$ cat src/rtl/rv32i_test_ctrl.sv
// Compliance-test sequencer for rv32i_core: seeds x1..x31 with addi words, streams the
// program image into memory, pulses core reset, then grades on ECALL or flags a timeout.
//
// state     | meaning
// IDLE      | waiting for start after reset
// INIT_REGS | writing addi xj,x0,0 for j=1..31 to words 0..30
// LOAD      | accepting image beats, each written one cycle after its handshake
// RST_HOLD  | core held in reset for RESET_CYCLES cycles
// RUN       | core running; counting cycles, watching for ECALL
// DONE      | result latched, core frozen until the next start
`timescale 1ns/1ps
module rv32i_test_ctrl #(
  parameter int          ADDR_W         = 12,
  parameter int          RESET_CYCLES   = 10,
  parameter int          TIMEOUT_CYCLES = 5000,
  parameter logic [31:0] PASS_VALUE     = 32'h1
) (
  input  logic              clk,
  input  logic              rst,
  input  logic              start,
  input  logic              img_valid,
  output logic              img_ready,
  input  logic [ADDR_W-1:0] img_addr,
  input  logic [31:0]       img_data,
  input  logic              img_last,
  output logic              mem_we,
  output logic [ADDR_W-1:0] mem_addr,
  output logic [31:0]       mem_wdata,
  output logic              core_rst_n,
  input  logic              is_ecall,
  input  logic [31:0]       gp_value,
  output logic              busy,
  output logic              done,
  output logic              pass,
  output logic              fail,
  output logic              timeout,
  output logic [15:0]       run_cycles
);

  typedef enum logic [2:0] {
    S_IDLE, S_INIT_REGS, S_LOAD, S_RST_HOLD, S_RUN, S_DONE
  } state_e;

  localparam int                HOLD_W    = $clog2(RESET_CYCLES + 1);
  localparam logic [HOLD_W-1:0] HOLD_LOAD = HOLD_W'(RESET_CYCLES - 1);
  localparam logic [15:0]       RUN_LIMIT = 16'(TIMEOUT_CYCLES);

  function automatic logic [31:0] addi_init(input logic [4:0] j);
    return {20'b0, j, 5'b00100, 2'b11};
  endfunction

  // Assertion follows rst immediately; release is retimed to clk.
  logic [1:0] rst_sync_q, rst_sync_d;
  logic       rst_int;

  state_e            state_q, state_d;
  logic [4:0]        init_j_q, init_j_d;
  logic [HOLD_W-1:0] hold_q, hold_d;
  logic [15:0]       run_cycles_q, run_cycles_d;
  logic              pass_q, pass_d;
  logic              fail_q, fail_d;
  logic              timeout_q, timeout_d;
  logic              mem_we_q, mem_we_d;
  logic [ADDR_W-1:0] mem_addr_q, mem_addr_d;
  logic [31:0]       mem_wdata_q, mem_wdata_d;
  logic              img_hs;

  assign rst_sync_d = {rst_sync_q[0], 1'b0};
  assign rst_int    = rst_sync_q[1];

  always_ff @(posedge clk or posedge rst) begin
    if (rst) rst_sync_q <= 2'b11;
    else     rst_sync_q <= rst_sync_d;
  end

  always_ff @(posedge clk or posedge rst_int) begin
    if (rst_int) begin
      state_q      <= S_IDLE;
      init_j_q     <= '0;
      hold_q       <= '0;
      run_cycles_q <= '0;
      pass_q       <= 1'b0;
      fail_q       <= 1'b0;
      timeout_q    <= 1'b0;
      mem_we_q     <= 1'b0;
      mem_addr_q   <= '0;
      mem_wdata_q  <= '0;
    end else begin
      state_q      <= state_d;
      init_j_q     <= init_j_d;
      hold_q       <= hold_d;
      run_cycles_q <= run_cycles_d;
      pass_q       <= pass_d;
      fail_q       <= fail_d;
      timeout_q    <= timeout_d;
      mem_we_q     <= mem_we_d;
      mem_addr_q   <= mem_addr_d;
      mem_wdata_q  <= mem_wdata_d;
    end
  end

  assign img_hs = img_valid && (state_q == S_LOAD);

  // Memory write fields are computed one cycle ahead so they are registered outputs.
  always_comb begin
    state_d      = state_q;
    init_j_d     = init_j_q;
    hold_d       = hold_q;
    run_cycles_d = run_cycles_q;
    pass_d       = pass_q;
    fail_d       = fail_q;
    timeout_d    = timeout_q;
    mem_we_d     = 1'b0;
    mem_addr_d   = mem_addr_q;
    mem_wdata_d  = mem_wdata_q;
    case (state_q)
      S_IDLE, S_DONE: begin
        if (start) begin
          state_d      = S_INIT_REGS;
          init_j_d     = 5'd1;
          run_cycles_d = '0;
          pass_d       = 1'b0;
          fail_d       = 1'b0;
          timeout_d    = 1'b0;
          mem_we_d     = 1'b1;
          mem_addr_d   = '0;
          mem_wdata_d  = addi_init(5'd1);
        end
      end
      S_INIT_REGS: begin
        if (init_j_q == 5'd31) begin
          state_d = S_LOAD;
        end else begin
          init_j_d    = init_j_q + 5'd1;
          mem_we_d    = 1'b1;
          mem_addr_d  = ADDR_W'(init_j_q);
          mem_wdata_d = addi_init(init_j_q + 5'd1);
        end
      end
      S_LOAD: begin
        if (img_hs) begin
          mem_we_d    = 1'b1;
          mem_addr_d  = img_addr;
          mem_wdata_d = img_data;
          if (img_last) begin
            state_d = S_RST_HOLD;
            hold_d  = HOLD_LOAD;
          end
        end
      end
      S_RST_HOLD: begin
        if (hold_q == '0) begin
          state_d      = S_RUN;
          run_cycles_d = 16'd1;
        end else begin
          hold_d = hold_q - HOLD_W'(1);
        end
      end
      S_RUN: begin
        if (is_ecall) begin
          state_d = S_DONE;
          pass_d  = (gp_value == PASS_VALUE);
          fail_d  = (gp_value != PASS_VALUE);
        end else if (run_cycles_q == RUN_LIMIT) begin
          state_d   = S_DONE;
          timeout_d = 1'b1;
        end else begin
          run_cycles_d = run_cycles_q + 16'd1;
        end
      end
      default: state_d = S_IDLE;
    endcase
  end

  always_comb begin
    img_ready  = (state_q == S_LOAD);
    core_rst_n = (state_q == S_RUN);
    busy       = (state_q == S_INIT_REGS) || (state_q == S_LOAD) ||
                 (state_q == S_RST_HOLD)  || (state_q == S_RUN);
    done       = (state_q == S_DONE);
  end

  assign mem_we     = mem_we_q;
  assign mem_addr   = mem_addr_q;
  assign mem_wdata  = mem_wdata_q;
  assign pass       = pass_q;
  assign fail       = fail_q;
  assign timeout    = timeout_q;
  assign run_cycles = run_cycles_q;

endmodule

$ cat config.mk
export PLATFORM = sky130hd
export DESIGN_NAME = rv32i_test_ctrl
export DESIGN_NICKNAME = d
export VERILOG_FILES = /design/src/rtl/rv32i_test_ctrl.sv
export SDC_FILE = /design/constraint.sdc
export NUM_CORES = 1
export LEC_CHECK = 0
export CORE_ASPECT_RATIO = 0.5
export CORE_MARGIN = 5
export CORE_UTILIZATION = 41
export DETAILED_ROUTE_END_ITERATION = 8
export PLACE_DENSITY_LB_ADDON = 0.15
export SYNTH_ARGS = -nofsm -noshare
export SYNTH_HDL_FRONTEND = slang
export SYNTH_SLANG_ARGS = --single-unit
$ cat constraint.sdc
create_clock -name clk -period 2.38 [get_ports clk]
set_input_delay 0.476 -clock clk [delete_from_list [all_inputs] [get_ports clk]]
set_output_delay 0.476 -clock clk [all_outputs]
set_load 0.05 [all_outputs]
==> results.sh <==
export IMPL_status="complete, no violations"
export IMPL_wl_per_cell_um=15.53
export IMPL_synth_edff_count=0
export IMPL_nets=671
export IMPL_cts_tree="done"
export IMPL_io_pins=150
export IMPL_cts_hold_fix_buffers=0
export IMPL_drc=0
export IMPL_synth_fp_nets=497
export IMPL_ys_flop_type="dfrtp_1"
export IMPL_r2r_start="init_j_q[0]"
export IMPL_multi_input_area_um2=1902
export IMPL_hold_class="flop to asynchronous set/reset pin"
export IMPL_reg2reg_depth=10
export IMPL_yosysWarnings=0
export IMPL_crit_path_end_kind="flop"
export IMPL_htreeDepth=3
export IMPL_clk_path_buf_depth=2
export IMPL_cp_start_kind="flop"
export IMPL_drt_total_wl_um=11240
export IMPL_fin_skew_ns=0.006966
export IMPL_max_slew_worst_pin_slew_ns=0.5418
export IMPL_power_leakage_uw=0.002638
export IMPL_fin_crit_sh=0.9848
export IMPL_cts_sinks=78
export IMPL_final_cells=724
export IMPL_place_congestion=0.8302
export IMPL_fillers=815
export IMPL_drt_iter0_drc=155
export IMPL_drt_vias_per_instance=5.036
export IMPL_die_y_um=80.88
export IMPL_slowest_delay_ns=0.38
export IMPL_slew_headroom=0.6376
export IMPL_antenna_found_initial=0
export IMPL_rows=25
export IMPL_firstDrtPassIters=4
export IMPL_synthArstFlopShare=1.000
export IMPL_dp_hpwl_um=8084
export IMPL_clk_pin_slew_ns=0.06
export IMPL_ys_ff_latch=78
export IMPL_worstPathRequired_ns=2.60
export IMPL_tns_ns=0
export IMPL_seqCellArea_um2=1954
export IMPL_layout_drive_gt1_share=0.1392
export IMPL_grt_total_usage=0.1867
export IMPL_synth_area_per_cell_um2=10.05
export IMPL_setup_violations_final=0
export IMPL_yosysTopAreaCellShare=0.4617
export IMPL_die_area_um2=12270
export IMPL_cp_arrival_ns=2.56
export IMPL_synth_top_area_cell="dfrtp_1"
export IMPL_via_count=3646
export IMPL_r2r_slack_ns=0.04
export IMPL_final_common_cell="clkdlybuf4s50_1"
export IMPL_crit_path_top_delay_cell="dfrtp_1"
export IMPL_grt_pass1_vias=3698
export IMPL_grt_max_degree=65
export IMPL_drv_slew=0
export IMPL_r2r_end="mem_addr[4]"
export IMPL_place_ws_ns=-0.3100
export IMPL_cp_max_fo=12
export IMPL_max_freq_ghz=0.4267
export IMPL_core_area_um2=9634
export IMPL_synth_area_um2=4119
export IMPL_worstSetupPathType="flop to flop"
export IMPL_cap_violations=0
export IMPL_synth_yosys_seq_area_share=0.4745
export IMPL_dp_cells=702
export IMPL_final_antenna_net_count=0
export IMPL_die_w_um=151.7
export IMPL_areaGrowthSynthToFinish_pct=54.16
export IMPL_pwr_density_cell_nw_per_um2=986.0
export IMPL_grt_pass1_wl_um=18170
export IMPL_grt_overflow=0
export IMPL_vdd_drop_max_v=0.0005728
export IMPL_root_buffer="clkbuf_16"
export IMPL_crit_top_cell="buf_4"
export IMPL_start_util=0.4275
export IMPL_final_cell_mix="clkdlybuf4s50_1 (145), dfrtp_1 (76), nand2_1 (50)"
export IMPL_path_cells="ha_1, and3_1, ha_2, nand2b_4, a311oi_4, buf_4, a21oi_4, buf_12, buf_4, mux2_4"
export IMPL_n_antenna_cell=0
export IMPL_synth_area_leaders="dfrtp_1 (46%), mux2i_1 (8.0%), nand2_1 (4.6%)"
export IMPL_worstSkewPairLatency_ns=0.33
export IMPL_fin_ws_ns=0.03618
export IMPL_finalHoldViolCount=0
export IMPL_yosysUniqueCellTypes=61
export IMPL_syn_inst=410
export IMPL_port_buffers=149
export IMPL_fin_crit_ns=2.344
export IMPL_numCtsBuffers=9
## metrics by stage
step                hold slack, ns  power, µW    util  cell area, µm²
floorplan                   0.3452       3727       -            4119
global placement            0.1710       4569  0.6157            5932
detailed placement          0.1716       4614  0.6157            5932
CTS                         0.1775       6164  0.6516            6277
global route                0.1937       6619  0.6591            6350
finish                      0.1660       6261  0.6591            6350
## routing by layer
| metal | GRT usage | part of all wire |
|---|---|---|
| met2 | 0.3049 | 0.46 |
| met1 | 0.2559 | 0.48 |
| met4 | 0.04570 | 0.0064 |
| met3 | 0.04069 | 0.059 |
| met5 | 0 | 0 |
## worst max-delay path by stage
stage | depth (start not counted) | slack (ns) | end | startpoint
finish | 10 | 0.04 | mem_addr[4] | init_j_q[0]
global route | 10 | -0.02 | mem_addr[4] | init_j_q[0]
CTS | 7 | -0.06 | mem_wdata[0] | init_j_q[0]
detailed placement | 6 | -0.31 | mem_wdata[30] | start
global placement | 6 | -0.26 | mem_addr[9] | start
floorplan | 9 | 0.02 | mem_addr[0] | init_j_q[0]
## critical path, delay by kind of cell, from the launching register on
kind	cells	cell delay (ns)
simple gates	2	0.34
fa+ha+maj	2	0.41
mux	1	0.28
buf+inv	3	0.48
compound gates	2	0.32
flops	1	0.38
## area by class of cell
| class | count | share of cell area |
|---|---|---|
| flip-flops and latches | 78 | 0.3078 |
| multi-input cells | 264 | 0.2995 |
| repair buffers | 182 | 0.2861 |
| clock buffers | 10 | 0.03606 |
| inverters | 49 | 0.02916 |
| well taps | 135 | 0.02660 |
| clock inverters | 6 | 0.01478 |
## timing repair
action	4_1_cts	5_1_grt
setup buffers	0	5
resized for setup	3	4
cloned	1	0
pin swaps	0	2
endpoints found under the setup margin	42	47
## report_power, final
group | internal, µW | leakage [µW] | switching, µW
Combinational | 1480 | 0.00146 | 1590
Clock | 928 | 0.000154 | 556
Sequential | 1560 | 0.00103 | 154
## cell usage after synthesis (all sizes together), types with 3 or more instances
cell / instances
dfrtp: 76
nand2: 50
inv: 49
mux2i: 33
buf: 19
nor2: 19
mux2: 16
nor4: 10
o21ai: 10
nand3: 9
nand4: 8
nor3: 8
a21oi: 7
and3: 7
nand2b: 7
a21o: 6
a22o: 5
a31oi: 5
ha: 5
nor4b: 5
o211ai: 5
o22ai: 4
or4: 4
a211o: 3
a32o: 3
nor2b: 3
## sequential cells by signal (all words and copies together) (netlist names), 2 cells and up
signal      cells
init_j_q        5
run_cycles     16
state_q         3
mem_addr       12
mem_wdata      32
hold_q          4
rst_sync_q      2
## cell families (layout without fill, tap and decap cells)
| group | Yosys count | in the layout | share of synthesized area |
|---|---|---|---|
| AND/OR/NAND/NOR | 142 | 142 | 0.1801 |
| flip-flops | 78 | 78 | 0.4745 |
| buffers and inverters | 69 | 247 | 0.07473 |
| AO/OA/AOI/OAI | 62 | 63 | 0.1157 |
| multiplexers | 49 | 49 | 0.1303 |
| adder cells (fa/ha/maj) | 5 | 5 | 0.01519 |
| XOR/XNOR | 4 | 4 | 0.008507 |
| other | 1 | 1 | 0.0009104 |
(Power assumes the default switching activity.)
